$ cat config.mk
export PLATFORM = sky130hd
export DESIGN_NAME = manch_enc_frame_flat
export DESIGN_NICKNAME = d
export VERILOG_FILES = /design/src/rtl/manch_pkg.sv /design/src/rtl/manch_enc_frame_if.sv /design/src/rtl/manch_halfbit_timer.sv /design/src/rtl/manch_enc_frame.sv /design/src/flat_wrapper.sv
export SDC_FILE = /design/constraint.sdc
export NUM_CORES = 1
export LEC_CHECK = 0
export BUFFER_PORTS_ARGS = -buffer_cell sky130_fd_sc_hd__buf_2
export CAP_MARGIN = 20
export CORE_ASPECT_RATIO = 0.9
export CORE_MARGIN = 5
export CORE_UTILIZATION = 58
export DETAILED_ROUTE_END_ITERATION = 10
export PLACE_DENSITY = 0.82
export SYNTH_ARGS = -nofsm -noshare
export SYNTH_HDL_FRONTEND = slang
export SYNTH_HIERARCHICAL = 1
export SYNTH_SLANG_ARGS = --single-unit
$ cat constraint.sdc
create_clock -name clk -period 4.15 [get_ports clk]
set_input_delay 0.83 -clock clk [delete_from_list [all_inputs] [get_ports clk]]
set_output_delay 0.83 -clock clk [all_outputs]
set_load 0.05 [all_outputs]
$ cat src/rtl/manch_pkg.sv
// Shared types and constants for the Manchester frame encoder.
package manch_pkg;

    typedef enum logic [1:0] {
        IDLE  = 2'd0,
        SOF   = 2'd1,
        HALF1 = 2'd2,
        HALF2 = 2'd3
    } manch_state_t;

    localparam int MANCH_POL_IEEE   = 0;
    localparam int MANCH_POL_THOMAS = 1;

endpackage

$ cat src/rtl/manch_enc_frame_if.sv
// Word input bus of the Manchester frame encoder.
interface manch_enc_frame_if #(
    parameter int DATA_W = 8
);

    // A word transfers on a rising clk edge where in_valid and in_ready are both
    // high; in_data is only sampled then. in_ready is combinational.
    logic              in_valid;
    logic              in_ready;
    logic [DATA_W-1:0] in_data;

    modport master (output in_valid, output in_data, input in_ready);
    modport slave  (input in_valid, input in_data, output in_ready);

endinterface

$ cat src/rtl/manch_halfbit_timer.sv
// Half-bit period counter: half_tick marks the last cycle of each half-symbol,
// tick_next says the following cycle will be such a last cycle.
module manch_halfbit_timer #(
    parameter int HALF_BIT_CLKS = 4
) (
    input  logic clk,
    input  logic rst_n,
    input  logic clear,
    input  logic run,
    output logic half_tick,
    output logic tick_next
);

    localparam int CW = $clog2(HALF_BIT_CLKS + 1);
    localparam logic [CW-1:0] LAST = CW'(HALF_BIT_CLKS - 1);

    logic [CW-1:0] cnt_q;
    logic [CW-1:0] cnt_d;

    always_comb begin
        cnt_d     = cnt_q;
        half_tick = run && (cnt_q == LAST);
        if (clear) begin
            cnt_d = '0;
        end else if (half_tick) begin
            cnt_d = '0;
        end else if (run) begin
            cnt_d = cnt_q + CW'(1);
        end
        tick_next = (cnt_d == LAST);
    end

    always_ff @(posedge clk or negedge rst_n) begin
        if (!rst_n) begin
            cnt_q <= '0;
        end else begin
            cnt_q <= cnt_d;
        end
    end

endmodule

$ cat src/rtl/manch_enc_frame.sv
// Manchester frame encoder: serialises handshaked words onto a registered line.
// Optional start-of-frame code violation is enabled with macro MANCH_SOF_EN.
module manch_enc_frame
    import manch_pkg::*;
#(
    parameter int   DATA_W        = 8,
    parameter int   HALF_BIT_CLKS = 4,
    parameter int   MSB_FIRST     = 1,
    parameter int   POLARITY      = 0,
    parameter logic IDLE_LEVEL    = 1'b0
) (
    input  logic               clk,
    input  logic               rst_n,
    input  logic               in_enable,
    manch_enc_frame_if.slave   bus,
    output logic               out_data,
    output logic               out_active,
    output logic               frame_done,
    output manch_state_t       dbg_state
);

    localparam int BW = (DATA_W > 1) ? $clog2(DATA_W) : 1;
    localparam logic [BW-1:0] LAST_BIT = BW'(DATA_W - 1);

`ifdef MANCH_SOF_EN
    localparam manch_state_t START_STATE = SOF;
`else
    localparam manch_state_t START_STATE = HALF1;
`endif

    manch_state_t      state_q, state_d;
    logic [BW-1:0]     bit_q, bit_d;
    logic [DATA_W-1:0] shift_q, shift_d;
    logic              out_data_q, out_data_d;
    logic              out_active_q, out_active_d;
    logic              frame_done_q, frame_done_d;
`ifdef MANCH_SOF_EN
    logic              sof_second_q, sof_second_d;
`endif

    logic half_tick;
    logic tick_next;
    logic last_cycle;
    logic accept;
    logic next_bit;
    logic first_half;

    manch_halfbit_timer #(
        .HALF_BIT_CLKS (HALF_BIT_CLKS)
    ) u_timer (
        .clk       (clk),
        .rst_n     (rst_n),
        .clear     ((state_q == IDLE) || !in_enable),
        .run       (state_q != IDLE),
        .half_tick (half_tick),
        .tick_next (tick_next)
    );

    assign last_cycle   = (state_q == HALF2) && half_tick && (bit_q == '0);
    assign bus.in_ready = in_enable && ((state_q == IDLE) || last_cycle);
    assign accept       = bus.in_valid && bus.in_ready;

    always_comb begin
        state_d = state_q;
        bit_d   = bit_q;
        shift_d = shift_q;
`ifdef MANCH_SOF_EN
        sof_second_d = sof_second_q;
`endif
        if (!in_enable) begin
            state_d = IDLE;
            bit_d   = '0;
            shift_d = '0;
`ifdef MANCH_SOF_EN
            sof_second_d = 1'b0;
`endif
        end else if (accept) begin
            state_d = START_STATE;
            bit_d   = LAST_BIT;
            shift_d = bus.in_data;
        end else begin
            unique case (state_q)
                IDLE: ;
`ifdef MANCH_SOF_EN
                SOF: begin
                    if (half_tick) begin
                        sof_second_d = !sof_second_q;
                        if (sof_second_q) state_d = HALF1;
                    end
                end
`endif
                HALF1: begin
                    if (half_tick) state_d = HALF2;
                end
                HALF2: begin
                    if (half_tick) begin
                        if (bit_q == '0) begin
                            state_d = IDLE;
                            shift_d = '0;
                        end else begin
                            state_d = HALF1;
                            bit_d   = bit_q - BW'(1);
                            shift_d = (MSB_FIRST != 0) ? (shift_q << 1) : (shift_q >> 1);
                        end
                    end
                end
                default: state_d = IDLE;
            endcase
        end
    end

    // Outputs are registered, so they are derived from the next-cycle state.
    always_comb begin
        next_bit     = (MSB_FIRST != 0) ? shift_d[DATA_W-1] : shift_d[0];
        first_half   = (POLARITY == MANCH_POL_IEEE) ? !next_bit : next_bit;
        out_data_d   = IDLE_LEVEL;
        out_active_d = (state_d != IDLE);
        frame_done_d = (state_d == HALF2) && (bit_d == '0) && tick_next;
        case (state_d)
            SOF:     out_data_d = !IDLE_LEVEL;
            HALF1:   out_data_d = first_half;
            HALF2:   out_data_d = !first_half;
            default: out_data_d = IDLE_LEVEL;
        endcase
    end

    always_ff @(posedge clk or negedge rst_n) begin
        if (!rst_n) begin
            state_q      <= IDLE;
            bit_q        <= '0;
            shift_q      <= '0;
            out_data_q   <= IDLE_LEVEL;
            out_active_q <= 1'b0;
            frame_done_q <= 1'b0;
        end else begin
            state_q      <= state_d;
            bit_q        <= bit_d;
            shift_q      <= shift_d;
            out_data_q   <= out_data_d;
            out_active_q <= out_active_d;
            frame_done_q <= frame_done_d;
        end
    end

`ifdef MANCH_SOF_EN
    always_ff @(posedge clk or negedge rst_n) begin
        if (!rst_n) begin
            sof_second_q <= 1'b0;
        end else begin
            sof_second_q <= sof_second_d;
        end
    end
`endif

    assign out_data   = out_data_q;
    assign out_active = out_active_q;
    assign frame_done = frame_done_q;
    assign dbg_state  = state_q;

endmodule

$ cat src/flat_wrapper.sv
// flat-port wrapper written by rule: the top's interface ports become plain ports
module manch_enc_frame_flat import manch_pkg::*;
#(
    parameter int   DATA_W        = 8,
    parameter int   HALF_BIT_CLKS = 4,
    parameter int   MSB_FIRST     = 1,
    parameter int   POLARITY      = 0,
    parameter logic IDLE_LEVEL    = 1'b0
)
  (clk, rst_n, in_enable, out_data, out_active, frame_done, dbg_state, bus_in_valid, bus_in_data, bus_in_ready);
  manch_enc_frame_if #(.DATA_W(DATA_W)) bus_i ();
  input  logic clk;
  input  logic rst_n;
  input  logic in_enable;
  output logic out_data;
  output logic out_active;
  output logic frame_done;
  output manch_state_t dbg_state;
  input wire logic [$bits(bus_i.in_valid)-1:0] bus_in_valid;
  input wire logic [$bits(bus_i.in_data)-1:0] bus_in_data;
  output wire logic [$bits(bus_i.in_ready)-1:0] bus_in_ready;
  assign bus_i.in_valid = bus_in_valid;
  assign bus_i.in_data = bus_in_data;
  assign bus_in_ready = bus_i.in_ready;
  manch_enc_frame #(.DATA_W(DATA_W), .HALF_BIT_CLKS(HALF_BIT_CLKS), .MSB_FIRST(MSB_FIRST), .POLARITY(POLARITY), .IDLE_LEVEL(IDLE_LEVEL)) u_core (.clk(clk), .rst_n(rst_n), .in_enable(in_enable), .bus(bus_i), .out_data(out_data), .out_active(out_active), .frame_done(frame_done), .dbg_state(dbg_state));
endmodule
==> impl_metrics.ini <==
[run_status]
outcome = finished, final reports clean

[min_path]
hp-class = in2async

[synth]
synth_seq_area_share_pct = 45.8
syn_area_mm2 = 0.00104
synth-seq-cells = 19
synthesis.nets = 110
syn-mean-instance-area_um2 = 11.2
yosysUniqueCellTypes = 30
yosys_warnings = 6
syn-instance-count = 93

[final_layout]
multiInputGateArea_um2 = 517
ff_latch_area_um2 = 475
final_nets = 129
syn_to_final_growth_pct = 11.8
fillers = 134
drive_above_1_share_pct = 24.3
antenna_cells = 0

[power]
p_leak_nw = 0.578
p_int_uw = 249
p_clk_share_pct = 26.7
cellPowerDensity_mw_per_mm2 = 295
swShare_pct = 27.2
combPwrFrac_pct = 16.3
seq_power_share_pct = 57.1
ir_drop_mv = 0.211
p_sw_uw = 93.2

[grt]
grt_pass1_wl_um = 3600
grt_max_degree = 20
grtUsageMet3_pct = 6.33
use_met2_pct = 30.7
grt_use_met1_pct = 22.6
busiest_layer = met2
antenna_found_initial = 0
first_global_vias = 788
grt_use_total_pct = 18.2
overflow = 0

[route]
wl_um = 2140
num_vias = 819
ant_nets = 0
drc_errors = 0
via_per_inst = 6.07
wl_per_cell_um = 15.8
drtIter0Drc = 16
first_pass_iters = 4

[place]
gp_congestion = 0.764
dp_hpwl_um = 1630
io_buffers = 17

[die]
core_area_mm2 = 0.00168
initial_core_util_pct = 61.7
die_y_um = 50.1
io_pins = 18
die_x_um = 54.6
placementRows = 14
die-area_mm2 = 0.00274

[timing]
worst_slew_pin_slew_ns = 0.447
rsz0062_at_grt = no
hold_viol = 0
timing.hold.ws_ns = 0.453
skew_ns = 0.00972
period_needed_ns = 2.86
max-slew-margin-rel_pct = 70.2
fin_crit_sh_pct = 68.9
setup_tns_ns = 0
max_freq_mhz = 350
slew_viol_final = 0
setup-violations-final = 0

[clock_network]
clk_latency_ns = 0.29
cts_setup_buffers = 0
h-tree-depth = 1
cts_buffers = 3
clk_pin_slew_ns = 0.11
cts.sinks = 19
hold_buffers = 0
ctsResizeCount = 0
cts_root_buf = clkbuf_4
clk_path_buf_depth = 2
cts_tree = done

[setup_path]
worstSetupEndpointType = output pin
arrival_ns = 2.03
start_kind = flip-flop
critPathKind = reg2out
path_max_fanout = 10
reg2reg_depth = 7
worstPathRequired_ns = 3.32

[flow_run]
drv_cap = 0
## area by class of cell
| class | instances | area share, % |
|---|---|---|
| clock buffer | 4 | 2.27 |
| timing repair buffer | 17 | 7.34 |
| tap | 24 | 2.59 |
| multi-input combinational | 64 | 44.6 |
| sequential | 19 | 41.0 |
| inverter | 7 | 2.27 |
## flip-flops by register name, summed over array words and instances (netlist names)
| name | flops |
|---|---|
| u_core/out_data | 1 |
| u_core/out_active | 1 |
| u_core/dbg_state | 2 |
| u_core/u_timer/cnt_q | 3 |
| u_core/bit_q | 3 |
| u_core/shift_q | 8 |
| u_core/frame_done | 1 |
## stage by stage
stage	power, mW	util [%]	setup WS [ns]	cell area (um2)	instances
after global routing	0.362	69.0	1.18	1160	135
after CTS	0.347	69.0	1.32	1160	135
after detailed placement	0.255	67.4	1.67	1130	131
after floorplan	0.236	-	1.48	1040	93
final	0.342	69.0	1.29	1160	135
after global placement	0.252	67.4	1.76	1130	131
## routing by layer
layer | vias to the layer above | routed length, um
met1 | 408 | 884
li1 | 375 | -
met2 | 36 | 1070
met3 | 0 | 181
met5 | - | 0
met4 | 0 | 0
## cells in the mapped netlist
cell      count  share of area [%]
a21boi_0      1               0.72
a21oi_1       4                1.9
a221oi_2      1                1.4
a22o_1       11                9.3
a22o_2        2                1.9
and2_1        2                1.2
and2b_2       1               0.84
and3_1        1               0.60
and3_2        1               0.72
and4_1        1               0.84
buf_6         1                1.1
clkbuf_1      2               0.72
dfrtp_1      19                 46
ha_1          5                6.0
inv_1         7                2.5
mux2_2        2                2.2
mux2i_1       2                1.9
nand2_1       4                1.4
nand2b_1      3                1.8
nand3b_1      2                1.4
nand4b_1      2                1.7
nor2_1        1               0.36
nor2b_1       5                3.0
nor4_1        1               0.60
o211a_1       3                2.9
o21a_1        3                2.2
o21ai_0       1               0.48
or3b_1        3                2.5
xnor2_1       1               0.84
xor2_1        1               0.84
## cells by family (layout without fill, tap and decap cells)
logic type | Yosys count | count (layout) | synth area share (%)
simple gates | 27 | 27 | 17.1
compound gates | 26 | 26 | 20.9
flops | 19 | 19 | 45.8
buf+inv | 10 | 28 | 4.34
fa+ha+maj | 5 | 5 | 6.03
mux | 4 | 4 | 4.10
xor+xnor | 2 | 2 | 1.69
## power groups by stage
stage	Clock [mW]	Combinational (mW)	Sequential [mW]
global route	0.104	0.0617	0.196
floorplan	0	0.0308	0.206
finish	0.0913	0.0557	0.195
global placement	0	0.0534	0.198
CTS	0.0958	0.0561	0.195
detailed placement	0	0.0559	0.199
## worst max-delay path: stages (launching register included)
cell and delay, ns:
dfrtp_1 0.47, nor2_1 0.26, inv_1 0.19, and2_1 0.25
and4_1 0.20, o21a_1 0.17, buf_2 0.20
## cells in the final DEF (no fill, tap or decap), types with 2 or more instances in the layout
| master | n |
|---|---|
| ha_1 | 5 |
| clkbuf_4 | 3 |
| a21oi_1 | 4 |
| mux2_2 | 2 |
| a22o_1 | 11 |
| buf_2 | 17 |
| nand4b_1 | 2 |
| nand3b_1 | 2 |
| and2_1 | 2 |
| o211a_1 | 3 |
| nand2_1 | 4 |
| dfrtp_1 | 19 |
| a22o_2 | 2 |
| o21a_1 | 3 |
| mux2i_1 | 2 |
| inv_1 | 7 |
| or3b_1 | 3 |
| nor2b_1 | 5 |
| nand2b_1 | 3 |
## path summary, 6_finish.rpt
path,to,slack [ns],start
setup / recovery,bus_in_ready,1.29,u_core/dbg_state[1]$_DFF_PN0_
hold / removal,u_core/out_active$_DFF_PN0_,0.45,rst_n
setup reg to reg,u_core/out_data$_DFF_PN0_,1.63,u_core/dbg_state[0]$_DFF_PN0_
hold reg to reg,u_core/shift_q[4]$_DFFE_PN0P_,0.52,u_core/shift_q[4]$_DFFE_PN0P_
max in group asynchronous,u_core/shift_q[1]$_DFFE_PN0P_,3.39,rst_n
min in group clk,u_core/shift_q[4]$_DFFE_PN0P_,0.52,u_core/shift_q[4]$_DFFE_PN0P_
Power figures use the tool's default switching activity.
